[src/rtl/branch_ctrl_if.sv]
// rtl/branch_ctrl_if.sv - redirect handshake between branch_ctrl and fetch
interface branch_ctrl_if;
  logic        redir_valid;
  logic        redir_ready;
  logic [31:0] redir_pc;

  modport master (output redir_valid, output redir_pc, input redir_ready);
  modport slave  (input redir_valid, input redir_pc, output redir_ready);
endinterface

[src/rtl/branch_ctrl.sv]
// rtl/branch_ctrl.sv - execute-stage control-flow sequencer with fetch redirect and squash
// Optional statistics counters enabled by defining BRANCH_CTRL_STATS_EN.
module branch_ctrl #(
  parameter int unsigned FETCH_LAT = 1
) (
  input  logic                 clk,
  input  logic                 rst_n,
  input  logic                 ex_valid,
  output logic                 ex_ready,
  input  logic                 ex_is_branch,
  input  logic                 ex_is_jal,
  input  logic                 ex_is_jalr,
  input  logic [2:0]           ex_funct3,
  input  logic [31:0]          ex_pc,
  input  logic [31:0]          ex_imm,
  input  logic [31:0]          ex_rs1_data,
  input  logic [31:0]          ex_rs2_data,
  output logic                 br_en,
  output logic [2:0]           br_funct3,
  output logic [31:0]          br_data_a,
  output logic [31:0]          br_data_b,
  input  logic                 br_taken,
  output logic [31:0]          link_data,
  branch_ctrl_if.master        redir,
  output logic                 flush,
  output logic                 misalign_exc,
  output logic [31:0]          misalign_tval,
  output logic [31:0]          stat_branches,
  output logic [31:0]          stat_taken,
  output logic [31:0]          stat_stall
);

  typedef enum logic [1:0] {IDLE, REDIRECT, DRAIN} state_t;

  state_t      state;
  logic [3:0]  drain_cnt;
  logic        accept;
  logic        taken;
  logic        misaligned;
  logic [31:0] target;

  assign ex_ready   = (state == IDLE);
  assign accept     = ex_valid & ex_ready;
  assign br_en      = accept & ex_is_branch;
  assign br_funct3  = ex_funct3;
  assign br_data_a  = ex_rs1_data;
  assign br_data_b  = ex_rs2_data;
  assign link_data  = ex_pc + 32'd4;

  assign taken      = ex_is_jal | ex_is_jalr | (ex_is_branch & br_taken);
  assign target     = ex_is_jalr ? ((ex_rs1_data + ex_imm) & ~32'd1) : (ex_pc + ex_imm);
  assign misaligned = (target[1:0] != 2'b00);

  // flush is high on the first REDIRECT cycle and on every DRAIN cycle
  always_ff @(posedge clk or negedge rst_n) begin
    if (!rst_n) begin
      state             <= IDLE;
      drain_cnt         <= 4'd0;
      redir.redir_valid <= 1'b0;
      redir.redir_pc    <= 32'd0;
      flush             <= 1'b0;
      misalign_exc      <= 1'b0;
      misalign_tval     <= 32'd0;
    end else begin
      misalign_exc <= 1'b0;
      case (state)
        IDLE: begin
          if (accept && taken) begin
            if (misaligned) begin
              misalign_exc  <= 1'b1;
              misalign_tval <= target;
            end else begin
              state             <= REDIRECT;
              redir.redir_valid <= 1'b1;
              redir.redir_pc    <= target;
              flush             <= 1'b1;
            end
          end
        end
        REDIRECT: begin
          if (redir.redir_ready) begin
            state             <= DRAIN;
            redir.redir_valid <= 1'b0;
            drain_cnt         <= 4'(FETCH_LAT);
            flush             <= 1'b1;
          end else begin
            flush <= 1'b0;
          end
        end
        DRAIN: begin
          if (drain_cnt <= 4'd1) begin
            state     <= IDLE;
            drain_cnt <= 4'd0;
            flush     <= 1'b0;
          end else begin
            drain_cnt <= drain_cnt - 4'd1;
          end
        end
        default: begin
          state             <= IDLE;
          redir.redir_valid <= 1'b0;
          flush             <= 1'b0;
        end
      endcase
    end
  end

`ifdef BRANCH_CTRL_STATS_EN
  always_ff @(posedge clk or negedge rst_n) begin
    if (!rst_n) begin
      stat_branches <= 32'd0;
      stat_taken    <= 32'd0;
      stat_stall    <= 32'd0;
    end else begin
      if (br_en && (stat_branches != 32'hFFFF_FFFF))
        stat_branches <= stat_branches + 32'd1;
      if (accept && taken && !misaligned && (stat_taken != 32'hFFFF_FFFF))
        stat_taken <= stat_taken + 32'd1;
      if ((state != IDLE) && (stat_stall != 32'hFFFF_FFFF))
        stat_stall <= stat_stall + 32'd1;
    end
  end
`else
  assign stat_branches = 32'd0;
  assign stat_taken    = 32'd0;
  assign stat_stall    = 32'd0;
`endif

endmodule

[src/flat_wrapper.sv]
// flat-port wrapper written by rule: the top's interface ports become plain ports
module branch_ctrl_flat 
#(
  parameter int unsigned FETCH_LAT = 1
)
  (clk, rst_n, ex_valid, ex_ready, ex_is_branch, ex_is_jal, ex_is_jalr, ex_funct3, ex_pc, ex_imm, ex_rs1_data, ex_rs2_data, br_en, br_funct3, br_data_a, br_data_b, br_taken, link_data, flush, misalign_exc, misalign_tval, stat_branches, stat_taken, stat_stall, redir_redir_valid, redir_redir_pc, redir_redir_ready);
  branch_ctrl_if redir_i ();
  input  logic clk;
  input  logic rst_n;
  input  logic ex_valid;
  output logic ex_ready;
  input  logic ex_is_branch;
  input  logic ex_is_jal;
  input  logic ex_is_jalr;
  input  logic [2:0] ex_funct3;
  input  logic [31:0] ex_pc;
  input  logic [31:0] ex_imm;
  input  logic [31:0] ex_rs1_data;
  input  logic [31:0] ex_rs2_data;
  output logic br_en;
  output logic [2:0] br_funct3;
  output logic [31:0] br_data_a;
  output logic [31:0] br_data_b;
  input  logic br_taken;
  output logic [31:0] link_data;
  output logic flush;
  output logic misalign_exc;
  output logic [31:0] misalign_tval;
  output logic [31:0] stat_branches;
  output logic [31:0] stat_taken;
  output logic [31:0] stat_stall;
  output wire logic [$bits(redir_i.redir_valid)-1:0] redir_redir_valid;
  output wire logic [$bits(redir_i.redir_pc)-1:0] redir_redir_pc;
  input wire logic [$bits(redir_i.redir_ready)-1:0] redir_redir_ready;
  assign redir_redir_valid = redir_i.redir_valid;
  assign redir_redir_pc = redir_i.redir_pc;
  assign redir_i.redir_ready = redir_redir_ready;
  branch_ctrl #(.FETCH_LAT(FETCH_LAT)) u_core (.clk(clk), .rst_n(rst_n), .ex_valid(ex_valid), .ex_ready(ex_ready), .ex_is_branch(ex_is_branch), .ex_is_jal(ex_is_jal), .ex_is_jalr(ex_is_jalr), .ex_funct3(ex_funct3), .ex_pc(ex_pc), .ex_imm(ex_imm), .ex_rs1_data(ex_rs1_data), .ex_rs2_data(ex_rs2_data), .br_en(br_en), .br_funct3(br_funct3), .br_data_a(br_data_a), .br_data_b(br_data_b), .br_taken(br_taken), .link_data(link_data), .redir(redir_i), .flush(flush), .misalign_exc(misalign_exc), .misalign_tval(misalign_tval), .stat_branches(stat_branches), .stat_taken(stat_taken), .stat_stall(stat_stall));
endmodule
[config.mk]
export PLATFORM = sky130hd
export DESIGN_NAME = branch_ctrl_flat
export DESIGN_NICKNAME = d
export VERILOG_FILES = /design/src/rtl/branch_ctrl_if.sv /design/src/rtl/branch_ctrl.sv /design/src/flat_wrapper.sv
export SDC_FILE = /design/constraint.sdc
export NUM_CORES = 1
export LEC_CHECK = 0
export BUFFER_PORTS_ARGS = -buffer_cell sky130_fd_sc_hd__buf_2
export CAP_MARGIN = 20
export CORE_AREA = 2 2 156 158
export CTS_CLUSTER_SIZE = 30
export DETAILED_ROUTE_END_ITERATION = 6
export DIE_AREA = 0 0 158 160
export PLACE_DENSITY = 0.71
export SLEW_MARGIN = 10
export SYNTH_ARGS = -nofsm -noshare
export SYNTH_HDL_FRONTEND = slang
export SYNTH_SLANG_ARGS = --single-unit
[constraint.sdc]
create_clock -name clk -period 2.47 [get_ports clk]
set_input_delay 0.247 -clock clk [delete_from_list [all_inputs] [get_ports clk]]
set_output_delay 0.247 -clock clk [all_outputs]
set_load 0.01 [all_outputs]
# == Word-level counts from Yosys, hierarchy flattened ==
# Index checks and enable logic that the tools add are counted.
# word_totals
n_memories,0
word_cells,54
register_bits,73
in_bits,139
latch_bits,0
output_inout_bits,264
rom_bits,0
ramBits,0
# classes
n_addsub,4
order_cmp,1
div_mod_pow,0
eq_ne,6
mul,0
muxes,19
n_reduce_logical,10
n_shift,0
bitwise_logic,7
# op_table
operator,count
$add 32x32->32,2
$add 32x3->32 const B,1
$mux 32,1
$reduce_and 3->1,3
$mux 1,8
$mux 2,4
$mux 4,2
$pmux 4 s2,1
$reduce_and 4->1,2
$ne 2x2->1 const B,3
$pmux 1 s3,2
$pmux 2 s3,1
$le 4x1->1 const B,1
$reduce_bool 2->1,2
$sub 4x1->4 const B,1
$and 1x1->1,3
$eq 2x1->1 const B,1
$eq 2x2->1 const B,1
$logic_not 2->1,1
$ne 2x1->1 const B,1
$not 1->1,2
$or 1x1->1,2
$reduce_and 2->1,1
$logic_and 1x1->1,1

# == Depth between registers and ports, before layout ==
# logic_depth
word_depth,6
mapped_depth,10
mapped_depth_nobuf,10

# == Worst setup path before layout ==
# Ideal clock, no wire load.
# synth_path
path_kind,input -> register
startpoint,input ex_pc[0]
endpoint,register u_core.redir.redir_pc[28]
stages,10
required_ps,2329
arrival_time_ps,2685
setup_ps,141
slack_ps,-356
cell_sequence,ha_1 > fa_1 > a211oi_1 > o21ai_1 > a221oi_4 > o31ai_2 > a221o_1 > o31ai_2 > mux2i_1 > a31oi_1
# synth_via
elab_chain_cells,5
# synth_rtl
element,line_no,text
from (decl),flat_wrapper.sv:16,input logic [31:0] ex_pc;
$add 32x32->32 *,branch_ctrl.sv:51,assign target = ex_is_jalr ? ((ex_rs1_data + ex_imm) & ~32'd1) : (ex_pc + ex_imm);
$mux 32 *,branch_ctrl.sv:51,
$reduce_bool 2->1,branch_ctrl.sv:52,assign misaligned = (target[1:0] != 2'b00);
$not 1->1 (no source line),-,
$reduce_and 3->1 (no source line),-,
to (signal assigned),branch_ctrl.sv:75,redir.redir_pc <= target;
to (decl),branch_ctrl_if.sv:7,"modport master (output redir_valid, output redir_pc, input redir_ready);"
# Mark *: on every way between the ends. The rest lies on a longest branch, timed or not.
# A chain may end at the register's enable or synchronous reset.

# == Worst setup path after layout ==
# layout_path
startpoint,input ex_imm[0]
endpoint,register u_core.redir.redir_pc[28]
# layout_via
elab_chain_cells,5
# layout_rtl
element,line_no,text
from (decl),flat_wrapper.sv:17,input logic [31:0] ex_imm;
$add 32x32->32,branch_ctrl.sv:51,
$mux 32 *,branch_ctrl.sv:51,
$reduce_bool 2->1,branch_ctrl.sv:52,
$not 1->1 (no source line),-,
$reduce_and 3->1 (no source line),-,
# Marked as above.

==> summary by stage <==
Global route
The maximum number of pins on one net before global-route repair is 74. The number of global-route vias before repair is 7912. The first global-routing pass estimated 41790 um of wire.

For this run, the total global-route usage over all layers was measured as 0.2095. The global route total overflow is 0. The initial antenna violation count is 2.

Timing
The final count of negative-setup-slack endpoints is 6. The tightest hold path in the finished design has a slack of 0.03390 ns. The max-slew violation total from the final report is 0. The slew at the pin closest to its max-slew limit is 0.8872 ns. In this run the tightest slew margin relative to its limit is 0.4085. The top achievable clock speed is 391.2 MHz. The final clock skew is 0.004910 ns.

Dividing the final minimum period by the clock period gives 1.035. The post-layout minimum cycle time is 2.556 ns. The post-layout worst setup margin is -0.08621 ns. The final hold violation count is 0. Setup repair after global routing could not meet its margin everywhere.

Drt
The count of nets left with antenna violations after detail routing is 0. The average via count per standard cell is 4.888. The detailed-router iteration count before antenna repair is 5. After the first detailed-routing iteration, the DRC count stood at 528. The wire length per cell is 16.00 um. For this block, the routed nets add up to 27740 um of wire. In the routed design, unresolved DRC markers number 0. The detailed router placed 8476 vias in this run.

Yosys
After synthesis, the share of flip-flops with an asynchronous set or reset is 1.000. After synthesis the netlist holds a flip-flop and latch count of 73. The cell area after synthesis is 8263 um^2. The Yosys step of the flow raised 0 warnings. The count of unique library cells instantiated by Yosys is 67.

The synthesized design contains 0 enable-type register cells. The most used flip-flop cell after synthesis is sky130_fd_sc_hd__dfrtp_1. Each instance of the synthesized netlist takes up on average 7.788 um^2. The portion of the post-synthesis area used by sequential elements is 0.2211.

In the synthesized netlist, the number of instances is 1061.

Cells and area
The area growth from synthesis to layout is 34.37%. The most frequent standard cell in the layout excluding fill and tap cells is sky130_fd_sc_hd__buf_2. The number of nets in the finished design is 1610. In the layout the commonest cells are sky130_fd_sc_hd__buf_2 (232), sky130_fd_sc_hd__buf_4 (204), sky130_fd_sc_hd__nand2_1 (125). The share of layout cells above drive strength 1 is 0.3712.

Critical path
The standard cell with the maximum stage delay on the critical path is sky130_fd_sc_hd__a311o_2. Traced cell by cell, the critical path runs through buf_8 > and2_4 > fa_2 > a21o_1 > a221oi_4 > o211ai_1 > a311o_2 > and4_1 > or3_1 > o221a_2 > a31oi_1. The arrival time reported for the critical path endpoint is 2.81 ns.

The reg2reg setup slack is 0.31 ns. The kind of launch point of the worst setup path is an input port. The worst setup path is of the input port to flop kind.

The worst setup path is captured at a flop. The biggest cell delay along the critical path is 0.50 ns. The required time of the worst setup path is 2.72 ns.

The highest fanout seen on the critical path is 4.

Power and ir drop
The maximum VDD drop is 0.0004452 V. In this run the power density over the cells is 635.3 nW/um^2. Total power for the finished layout comes to 7.054 mW. In this run the static leakage power is 5.613 nW.

Floorplanning
Pin placement for this block handled 403 I/O pins. The die extent in y is 160 um. The die covers 25280 um^2. For this configuration, the core starts out at a cell density of 0.3469. The initialized floorplan defines 57 standard-cell rows. From left edge to right edge, the die measures 158 um. After floorplanning, the core was sized to cover 23820 um^2.

Placed design
The weighted congestion reported at the end of routability-driven placement is 0.9111. The count of port buffers added during placement is 236. After legalization and detailed placement, the total HPWL measured 23190 um.

Worst hold path
The worst hold path class is input port to asynchronous set/reset pin.

Run status
The run finished, with violations left. The final reports fail on negative setup slack.

Clocking
In this run, post-CTS hold repair placed 0 buffers. The clock network latency to the later pin of the worst-skew pair is 0.33 ns. The clock tree from TritonCTS is yes. The total clock buffers created by CTS is 9.

CTS built an H-tree with a depth of 3. The maximum buffer depth of the clock tree is 2. The clock slew seen by the registers of the worst setup and hold paths is 0.06 ns. The clock sink total is 73. The cell at the root of the clock tree is sky130_fd_sc_hd__clkbuf_16.

Run
The count of max-cap constraint violations is 0.
-- per-layer routing --
metal	global-route usage	vias to the layer above	wire length, um
li1	-	4208	-
met1	0.2855	3906	12300
met2	0.3504	312	13240
met3	0.02225	50	1602
met4	0.05856	0	604
met5	0	-	0
-- report_power, final --
group	total [mW]	switching, mW	internal [mW]
combinational	3.61	2.03	1.58
sequential	2.05	0.320	1.73
clock	1.39	0.479	0.909
total	7.05	2.83	4.22
-- metrics by stage --
| step | cell area [um^2] | TNS (ns) | instances | utilization | setup WS [ns] |
|---|---|---|---|---|---|
| CTS | 10790 | -0.1552 | 1726 | 0.4530 | -0.05964 |
| finish | 11100 | -0.3777 | 1734 | 0.4661 | -0.08621 |
| detailed placement | 10390 | -12.52 | 1709 | 0.4363 | -0.4865 |
| global route | 11100 | -1.618 | 1733 | 0.4660 | -0.1997 |
| floorplan | 8685 | -0.4628 | 1156 | - | -0.1268 |
| global placement | 10390 | -10.48 | 1709 | 0.4363 | -0.4720 |
-- registers in the layout, indices dropped and copies added (netlist names) --
name                      flops
u_core.flush                  1
u_core.state                  2
u_core.misalign_exc           1
u_core.drain_cnt              4
u_core.redir.redir_valid      1
u_core.misalign_tval         32
u_core.redir.redir_pc        32
-- cell type report --
type,instances,area [um^2]
Clock inverter,4,76.32
Sequential cell,73,1827
Fill cell,2377,12720
Multi-Input combinational cell,857,5685
Antenna cell,1,2.502
Clock buffer,11,242.7
Tap cell,324,405.4
Inverter,22,82.58
Timing Repair Buffer,442,2781
-- final timing paths --
kind | start | endpoint | cells past startpoint
worst max-delay path | ex_imm[0] | u_core.redir.redir_pc[28] | 11
worst max register to register | u_core.state[1] | u_core.misalign_tval[24] | 8
max in group asynchronous | rst_n | u_core.misalign_tval[22] | 1
worst min register to register | u_core.misalign_tval[21] | u_core.misalign_tval[21] | 2
min in group clk | redir_redir_ready | u_core.state[0] | 4
worst min-delay path | rst_n | u_core.misalign_tval[2] | 1
-- cells in the mapped netlist (3+ instances only) --
master                       n  area (um^2)
sky130_fd_sc_hd__a211o_1     3        26.28
sky130_fd_sc_hd__a211oi_1   13        97.59
sky130_fd_sc_hd__a21o_1     29        217.7
sky130_fd_sc_hd__a21oi_1    66        330.3
sky130_fd_sc_hd__a221oi_1    5        43.79
sky130_fd_sc_hd__a22oi_1     5        37.54
sky130_fd_sc_hd__a311oi_1    3        26.28
sky130_fd_sc_hd__a31oi_1    15        93.84
sky130_fd_sc_hd__and2_1      9        56.30
sky130_fd_sc_hd__and3_1     16        100.1
sky130_fd_sc_hd__buf_1       3        11.26
sky130_fd_sc_hd__buf_4     165         1239
sky130_fd_sc_hd__clkbuf_1   35        131.4
sky130_fd_sc_hd__dfrtp_1    73         1827
sky130_fd_sc_hd__ha_1       64        800.8
sky130_fd_sc_hd__inv_1      21        78.83
sky130_fd_sc_hd__mux2_2      3        33.78
sky130_fd_sc_hd__mux2i_1     9        90.09
sky130_fd_sc_hd__nand2_1   126        473.0
sky130_fd_sc_hd__nand2b_1    9        56.30
sky130_fd_sc_hd__nand3_1    29        145.1
sky130_fd_sc_hd__nand4_1    19        118.9
sky130_fd_sc_hd__nor2_1     66        247.7
sky130_fd_sc_hd__nor2b_1     6        37.54
sky130_fd_sc_hd__nor3_1     18        90.09
sky130_fd_sc_hd__nor4_1      3        18.77
sky130_fd_sc_hd__o211ai_1   12        90.09
sky130_fd_sc_hd__o21a_1     11        82.58
sky130_fd_sc_hd__o21ai_0    80        400.4
sky130_fd_sc_hd__o21ai_1     6        30.03
sky130_fd_sc_hd__o21bai_1    7        52.55
sky130_fd_sc_hd__o22ai_1     4        25.02
sky130_fd_sc_hd__o31ai_1     3        22.52
sky130_fd_sc_hd__or3_1       8        50.05
sky130_fd_sc_hd__or4_1       3        22.52
sky130_fd_sc_hd__xnor2_1    51        446.7
sky130_fd_sc_hd__xor2_1     23        201.4
-- what timing repair did --
action                                  CTS  global route
gates resized for setup                  16            51
pin swaps                                 7            31
setup buffers                             2             7
endpoints found under the setup margin   25            33
-- critical path, delay by kind of cell --
| family | cells | cell delay, ns |
|---|---|---|
| adder cells (fa/ha/maj) | 1 | 0.34 |
| buffers and inverters | 1 | 0.10 |
| AO/OA/AOI/OAI | 6 | 1.49 |
| AND/OR/NAND/NOR | 3 | 0.63 |
-- logic make-up after synthesis --
logic type	share of synthesized area
and+or+nand+nor	0.1782
AOI/OAI and AO/OA	0.2273
buffers and inverters	0.1778
xor gates and xnor gates	0.07844
DFF	0.2211
adders and majority gates	0.1018
muxes	0.01499
other	0.0004538
(Power assumes the default switching activity.)
